[config.mk]
export PLATFORM = sky130hd
export DESIGN_NAME = bcd_count_ctrl
export DESIGN_NICKNAME = d
export VERILOG_FILES = /design/src/rtl/bcd_count_ctrl.sv
export SDC_FILE = /design/constraint.sdc
export NUM_CORES = 1
export LEC_CHECK = 0
export ABC_AREA = 0
export CELL_PAD_IN_SITES_DETAIL_PLACEMENT = 1
export CELL_PAD_IN_SITES_GLOBAL_PLACEMENT = 1
export CORE_ASPECT_RATIO = 0.7
export CORE_UTILIZATION = 36
export CTS_BUF_LIST = sky130_fd_sc_hd__clkbuf_8
export CTS_CLUSTER_DIAMETER = 60
export DETAILED_ROUTE_END_ITERATION = 8
export HOLD_SLACK_MARGIN = 0.12
export PLACE_DENSITY = 0.81
export SYNTH_ARGS = -nofsm -noshare
export SYNTH_HDL_FRONTEND = slang
export SYNTH_SLANG_ARGS = --single-unit
[constraint.sdc]
create_clock -name clk -period 2.3 [get_ports clk]
set_clock_uncertainty 0.05 [all_clocks]
set_input_delay 0.69 -clock clk [delete_from_list [all_inputs] [get_ports clk]]
set_output_delay 0.69 -clock clk [all_outputs]
set_load 0.02 [all_outputs]
[src/rtl/bcd_count_ctrl.sv]
// bcd_count_ctrl: two-digit BCD up/down counter with load/stop/start control, prescaler and target detect.
// Define BCD_COUNT_CTRL_AUTORELOAD_EN to reload from the preset on a target hit instead of stopping.
module bcd_count_ctrl #(
    parameter int unsigned PRESCALE = 1
) (
    input  logic       clk,
    input  logic       reset,
    input  logic       start,
    input  logic       stop,
    input  logic       load,
    input  logic [7:0] load_val,
    input  logic       up_down,
    input  logic [7:0] target,
    output logic [3:0] ones,
    output logic [3:0] tens,
    output logic       carry,
    output logic       done,
    output logic       busy
);
    typedef enum logic [1:0] {IDLE, RUN, PAUSE, DONE} state_t;

    localparam logic [7:0] PRE_LAST = 8'(PRESCALE - 1);

    state_t     state_q, state_d;
    logic [7:0] pre_q, pre_d;
    logic [7:0] reload_q, reload_d;
    logic [3:0] ones_q, ones_d, tens_q, tens_d;
    logic       carry_q, carry_d, done_q, done_d, busy_q, busy_d, pend_q, pend_d;
    logic [3:0] ld_ones, ld_tens, up_ones, up_tens, dn_ones, dn_tens, st_ones, st_tens;
    logic       up_wrap, dn_wrap, step, hit;

    // Out-of-range preset digits saturate at 9 so the count is always valid BCD
    assign ld_ones = load_val[3:0] > 4'd9 ? 4'd9 : load_val[3:0];
    assign ld_tens = load_val[7:4] > 4'd9 ? 4'd9 : load_val[7:4];

    assign up_ones = ones_q == 4'd9 ? 4'd0 : ones_q + 4'd1;
    assign up_tens = ones_q != 4'd9 ? tens_q : (tens_q == 4'd9 ? 4'd0 : tens_q + 4'd1);
    assign up_wrap = ones_q == 4'd9 && tens_q == 4'd9;
    assign dn_ones = ones_q == 4'd0 ? 4'd9 : ones_q - 4'd1;
    assign dn_tens = ones_q != 4'd0 ? tens_q : (tens_q == 4'd0 ? 4'd9 : tens_q - 4'd1);
    assign dn_wrap = ones_q == 4'd0 && tens_q == 4'd0;
    assign st_ones = up_down ? up_ones : dn_ones;
    assign st_tens = up_down ? up_tens : dn_tens;

    assign step = state_q == RUN && pre_q == PRE_LAST;
    // A pending reload step shows the preset, so it never counts as a hit
    assign hit  = step && !pend_q && {st_tens, st_ones} == target;

    always_comb begin
        state_d  = state_q;
        pre_d    = pre_q;
        reload_d = reload_q;
        ones_d   = ones_q;
        tens_d   = tens_q;
        carry_d  = 1'b0;
        done_d   = state_q == DONE;
        pend_d   = pend_q;
        if (load) begin
            ones_d   = ld_ones;
            tens_d   = ld_tens;
            reload_d = {ld_tens, ld_ones};
            state_d  = IDLE;
            pre_d    = 8'd0;
            done_d   = 1'b0;
            pend_d   = 1'b0;
        end else if (stop) begin
            if (state_q == RUN)
                state_d = PAUSE;
        end else if (start && state_q != RUN) begin
            state_d = RUN;
            done_d  = 1'b0;
            if (state_q != PAUSE)
                pre_d = 8'd0;
        end else if (state_q == RUN) begin
            pre_d = step ? 8'd0 : pre_q + 8'd1;
            if (step && pend_q) begin
                ones_d = reload_q[3:0];
                tens_d = reload_q[7:4];
                pend_d = 1'b0;
            end else if (step) begin
                ones_d  = st_ones;
                tens_d  = st_tens;
                carry_d = up_down ? up_wrap : dn_wrap;
                if (hit) begin
                    done_d = 1'b1;
`ifdef BCD_COUNT_CTRL_AUTORELOAD_EN
                    pend_d = 1'b1;
`else
                    state_d = DONE;
`endif
                end
            end
        end
        busy_d = state_d == RUN;
    end

    always_ff @(posedge clk or posedge reset) begin
        if (reset) begin
            state_q  <= IDLE;
            pre_q    <= 8'd0;
            reload_q <= 8'h00;
            ones_q   <= 4'd0;
            tens_q   <= 4'd0;
            carry_q  <= 1'b0;
            done_q   <= 1'b0;
            busy_q   <= 1'b0;
            pend_q   <= 1'b0;
        end else begin
            state_q  <= state_d;
            pre_q    <= pre_d;
            reload_q <= reload_d;
            ones_q   <= ones_d;
            tens_q   <= tens_d;
            carry_q  <= carry_d;
            done_q   <= done_d;
            busy_q   <= busy_d;
            pend_q   <= pend_d;
        end
    end

    assign ones  = ones_q;
    assign tens  = tens_q;
    assign carry = carry_q;
    assign done  = done_q;
    assign busy  = busy_q;
endmodule

==> flow_summary.yaml, run 1 <==
outcome:
  status: "finished, violations left"
  failed_checks: "design-rule violations, negative setup slack"
routing:
  wire_per_inst_um: 17.9
  routed_wirelength_um: 5790
  vias: 1827
  vias_per_cell: 5.64
  dr.pass1.iters: 6
  drc: 8
  antenna_left: 0
  drt-initial-drc-count: 94
setup_path:
  cp_data_required_time_ns: 2.44
  critPathKind: "reg -> reg"
  end_kind: "register"
  cp-start-kind: "register"
  r2r_setup_slack_ns: -0.01
  path_max_fanout: 5
  cp.arrival_ns: 2.45
finish:
  postLayoutCoreUtil: 0.546
  layout_commonest_cell: "buf_4"
  area_growth_pct: 42.1
  diodes: 0
  layout-drive-gt1-share: 0.230
  final_cell_mix: "buf_4, clkdlybuf4s50_1, nor2_1"
  layout.nets: 300
power:
  leakage_nw: 1.07
  ir_drop_v: 0.000211
  power-per-cell-area_nw_per_um2: 481
  p_clk_frac: 0.216
  power_switching_uw: 413
  seqPwrFrac: 0.361
  switching_share: 0.353
  intPower_uw: 756
  p_comb_frac: 0.423
clock_network:
  clk_path_buf_depth: 2
  path_clk_slew_ns: 0.09
  clock_latency_ns: 0.27
  cts_tree: "built"
  clock_sinks: 21
  root_buffer: "clkbuf_8"
  cts_hold_repair.buffers: 0
  cts_buffers: 3
  htree_num_levels: 1
sta:
  min_period_ns: 2.31
  timing.final.ws_setup_ns: -0.0119
  finalCritPeriodShare: 1.01
  slew_viol_final: 0
  tightestPinTransition_ns: 0.465
  max_freq_mhz: 433
  rsz0062_at_grt: "true"
  max_slew_margin: 0.690
  setup_violations: 1
  hold_viol_final: 0
floorplan:
  initial_core_util: 0.384
  fp.dieH_um: 59.7
  fp.dieW_um: 84.4
  core_um2: 4450
  io-pin-count: 33
  row_count: 20
  dieArea_um2: 5040
placed_design:
  gp_congestion: 0.857
  pre_cts_ws_ns: -0.559
  post-dp-hpwl_um: 4350
  portBuffers: 32
global_route:
  first_global_vias: 1835
  grt_pass1_wl_um: 9470
  grtUsageTotal: 0.243
  grt-ovfl-total: 0
  grt_antenna_before_repair: 0
  grt_max_degree: 22
yosys:
  ys_seq_elements: 21
  synthAdderAreaFrac: 0.0585
  synth_cell_types: 54
  synth_seq_area_share: 0.307
  ys.flop_type: "dfrtp_1"
  syn_inst: 209
  avgSynthCellArea_um2: 8.18
  synth_nets: 239
  syn_area_um2: 1710
  async_flop_share: 1.00
  synth-simple-area-share: 0.276
  synth_warnings: 0
  synth_xor_area_frac: 0.0549
  muxShareOfSynthArea: 0.0351
  synth-edff-count: 0
  synth_compound_area_frac: 0.214
  synth_top_family_by_area: "simple AND/OR/NAND/NOR gates"
job:
  max_cap_viol_count: 0
min_path:
  hold_class: "reg -> reg"
worst max-delay path, cell delays in order, from the launching register on:
cell and delay, ns:
dfrtp_2 0.45, inv_2 0.09, ha_4 0.16, or4b_4 0.53, o21ai_2 0.18, mux2i_1 0.10, xor2_1 0.16, nor2_1 0.11
nand4_1 0.19, a21oi_1 0.20
registers in the layout, indices dropped and copies added (netlist names):
signal and count:
busy 1, carry 1, done 1, ones 4, pre_q 8, state_q 2
tens 4
Yosys cell counts, types with 2 or more instances:
library cell,number,area [um^2]
nor2_1,26,97.6
xor2_1,4,35.0
clkbuf_1,6,22.5
ha_1,8,100
o21a_1,2,15.0
nor2b_1,4,25.0
and3_1,4,25.0
nand3_1,5,25.0
nand4_1,4,25.0
xnor2_1,3,26.3
o21ai_1,2,10.0
inv_1,12,45.0
dfrtp_1,21,526
o21bai_1,2,15.0
o22ai_1,4,25.0
mux2i_1,6,60.1
a31oi_1,3,18.8
and3b_1,2,17.5
nand2_1,24,90.1
nand2b_1,2,12.5
buf_2,3,15.0
nor3b_1,2,15.0
o21ai_0,20,100
a21oi_1,10,50.1
power by group through the flow:
stage               logic, mW  registers (mW)  clock network [mW]
floorplan               0.229           0.439                   0
global placement        0.444           0.423                   0
detailed placement      0.461           0.424                   0
CTS                     0.477           0.419               0.256
global route            0.534           0.426               0.273
finish                  0.494           0.422               0.253
stage by stage:
step	setup TNS [ns]	hold WS (ns)	power (mW)	area (um^2)	std cells
finish	-0.0119	0.469	1.17	2430	324
CTS	0	0.465	1.15	2380	323
detailed placement	-3.93	0.452	0.884	2300	319
global route	-0.240	0.477	1.23	2430	324
global placement	-2.57	0.431	0.867	2300	319
floorplan	0	0.402	0.668	1710	209
final timing paths:
| kind | start | end | cells past startpoint |
|---|---|---|---|
| worst max register to register | ones[0] | state_q[1] | 9 |
| worst max-delay path | ones[0] | state_q[1] | 9 |
| worst min-delay path | pre_q[7] | pre_q[7] | 1 |
| max in group asynchronous | reset | ones[2] | 3 |
| min in group asynchronous | reset | carry | 3 |
| worst min register to register | pre_q[7] | pre_q[7] | 1 |
timing repair:
| action | 4_1_cts | 5_1_grt |
|---|---|---|
| gates cloned | 0 | 0 |
| hold endpoints to repair | 0 | 0 |
| resized for setup | 13 | 10 |
| pin swaps | 10 | 8 |
| endpoints found under the setup margin | 5 | 4 |
| buffers inserted | 0 | 1 |
cell type report:
cell class	count	area, um^2
inverters	12	45.0
flip-flops and latches	21	528
well taps	55	68.8
fillers	551	2020
multi-input cells	166	1160
clock inverters	1	5.00
repair buffers	66	579
clock buffers	3	41.3
per-layer routing:
layer,part of all wire,vias to the layer above,track usage
li1,-,864,-
met1,0.50,914,0.346
met2,0.45,45,0.400
met3,0.038,4,0.0442
met4,0.0067,0,0.0339
met5,0,-,0
cells by family (layout without fill, tap and decap cells):
kind of cell    Yosys count  after routing
compound gates           57             57
xor+xnor                  9              9
fa+ha+maj                 8              8
buf+inv                  22             82
flops                    21             21
mux                       6              6
simple gates             86             86
Note: power is estimated with default switching activity, not from simulation.
==> run 2, diff against run 1 <==
- PLACE_DENSITY: 0.81 -> not set
- PLACE_DENSITY_LB_ADDON: not set -> 0.08
==> run 2 against run 1 <==
  * The flow still finishes with violations (design-rule violations, negative setup slack)
  * Via count is 1.6% higher
  * Worst hold slack got worse by 0.0042 ns
  * Design area increased by 3.4%
  * Sequential power about the same
  * Routed wire length up 6.7%
  * Sequential share of layout area shrank 0.67 points
  * Critical path type is now in -> reg
  * Critical endpoint is now done
==> flow_summary.yaml, run 2 (same netlist as run 1, synthesis figures left out) <==
global_route:
  grt_max_degree: 22
  grt_pass1_wl_um: 9010
  grt_antenna_before_repair: 0
  grt-ovfl-total: 0
  grtUsageTotal: 0.235
  first_global_vias: 1819
power:
  power-per-cell-area_nw_per_um2: 475
  ir_drop_v: 0.000233
  leakage_nw: 1.12
floorplan:
  fp.dieW_um: 84.4
  row_count: 20
  fp.dieH_um: 59.7
  core_um2: 4450
  initial_core_util: 0.384
  io-pin-count: 33
  dieArea_um2: 5040
finish:
  multi_input_area_um2: 1170
  layout-drive-gt1-share: 0.239
  diodes: 0
  postLayoutCoreUtil: 0.565
  fillCellCount: 530
  final_cell_mix: "buf_4, clkdlybuf4s50_1, nor2_1"
  regMostFlops: "pre_q"
  area_growth_pct: 47.0
  area.sequential_um2: 529
  layout_commonest_cell: "buf_4"
  largest_reg_flops: 8
  layout.nets: 307
setup_path:
  crit_path_start: "up_down"
  r2r_start: "ones[0]"
  critPathKind: "in -> reg"
  path_max_fanout: 4
  cp_data_required_time_ns: 2.43
  cp-start-kind: "input port"
  end_kind: "register"
  cp.arrival_ns: 2.63
outcome:
  failed_checks: "design-rule violations, negative setup slack"
  status: "finished, violations left"
clock_network:
  cts_hold_repair.buffers: 0
  htree_num_levels: 1
  root_buffer: "clkbuf_8"
  clock_latency_ns: 0.26
  path_clk_slew_ns: 0.08
  clock_sinks: 21
  cts_buffers: 3
  cts_tree: "built"
  clk_path_buf_depth: 2
sta:
  max_slew_margin: 0.599
  tightestPinTransition_ns: 0.600
  rsz0062_at_grt: "true"
  timing.final.ws_setup_ns: -0.198
  setup_violations: 3
  whs_ns: 0.465
  finalCritPeriodShare: 1.09
  slew_viol_final: 0
  hold_viol_final: 0
  max_freq_mhz: 400
  min_period_ns: 2.50
routing:
  vias_per_cell: 5.61
  dr.pass1.iters: 6
  drc: 4
  wire_per_inst_um: 18.7
  vias: 1856
  antenna_left: 0
  drt-initial-drc-count: 121
  routed_wirelength_um: 6180
placed_design:
  portBuffers: 32
  post-dp-hpwl_um: 4220
  gp_congestion: 0.844
job:
  max_cap_viol_count: 0
min_path:
  hold_class: "reg -> reg"
  hold_start: "pre_q[7]"
run 2: through the flow:
step | TNS, ns | instance area [um^2] | instances | total power [mW] | setup WS (ns)
2_1_floorplan | 0 | 1710 | 209 | 0.668 | 0.00439
3_3_place_gp | -2.11 | 2270 | 315 | 0.855 | -0.451
3_5_place_dp | -2.61 | 2270 | 315 | 0.870 | -0.545
4_1_cts | -0.0541 | 2400 | 324 | 1.15 | -0.0409
5_1_grt | -0.772 | 2510 | 331 | 1.26 | -0.250
6_report | -0.507 | 2510 | 331 | 1.19 | -0.198
run 2: timing repair:
item / in CTS / in global routing
setup buffers: 5 / 7
hold endpoints to repair: 0 / 0
endpoints found under the setup margin: 6 / 5
pin swaps: 5 / 11
resized for setup: 10 / 14
run 2: where the power goes:
group | switching, mW | total [mW] | internal (mW)
clock | 0.123 | 0.242 | 0.119
sequential | 0.0337 | 0.424 | 0.391
combinational | 0.261 | 0.529 | 0.268
total | 0.418 | 1.19 | 0.777
run 2: cell type report:
| type | count | area share |
|---|---|---|
| timing repair buffer | 73 | 0.261 |
| clock buffer | 3 | 0.0164 |
| tap | 55 | 0.0274 |
| clock inverter | 1 | 0.00149 |
| multi-input combinational | 166 | 0.465 |
| sequential | 21 | 0.210 |
| inverter | 12 | 0.0179 |
run 2: worst max-delay path: stages:
cell             delay (ns)
clkdlybuf4s15_1        0.21
or4b_4                 0.58
buf_12                 0.16
nand3_1                0.13
o311ai_4               0.13
xnor2_1                0.22
nand4_1                0.26
a21oi_1                0.24
run 2: layer usage:
layer / part of all wire / track usage / up-vias
met1: 0.45 / 0.314 / 918
met3: 0.046 / 0.0470 / 10
met4: 0.016 / 0.0557 / 0
met2: 0.49 / 0.400 / 51
li1: - / - / 877
met5: 0 / 0 / -
run 2: worst paths after layout:
path                       endpoint  slack (ns)  cells past startpoint
max reg2reg                    done       -0.18                      9
min reg2reg                pre_q[7]        0.47                      1
min                        pre_q[7]        0.47                      1
min in group asynchronous   ones[1]        0.71                      3
max                            done       -0.20                      8
max in group asynchronous   ones[2]        1.25                      3
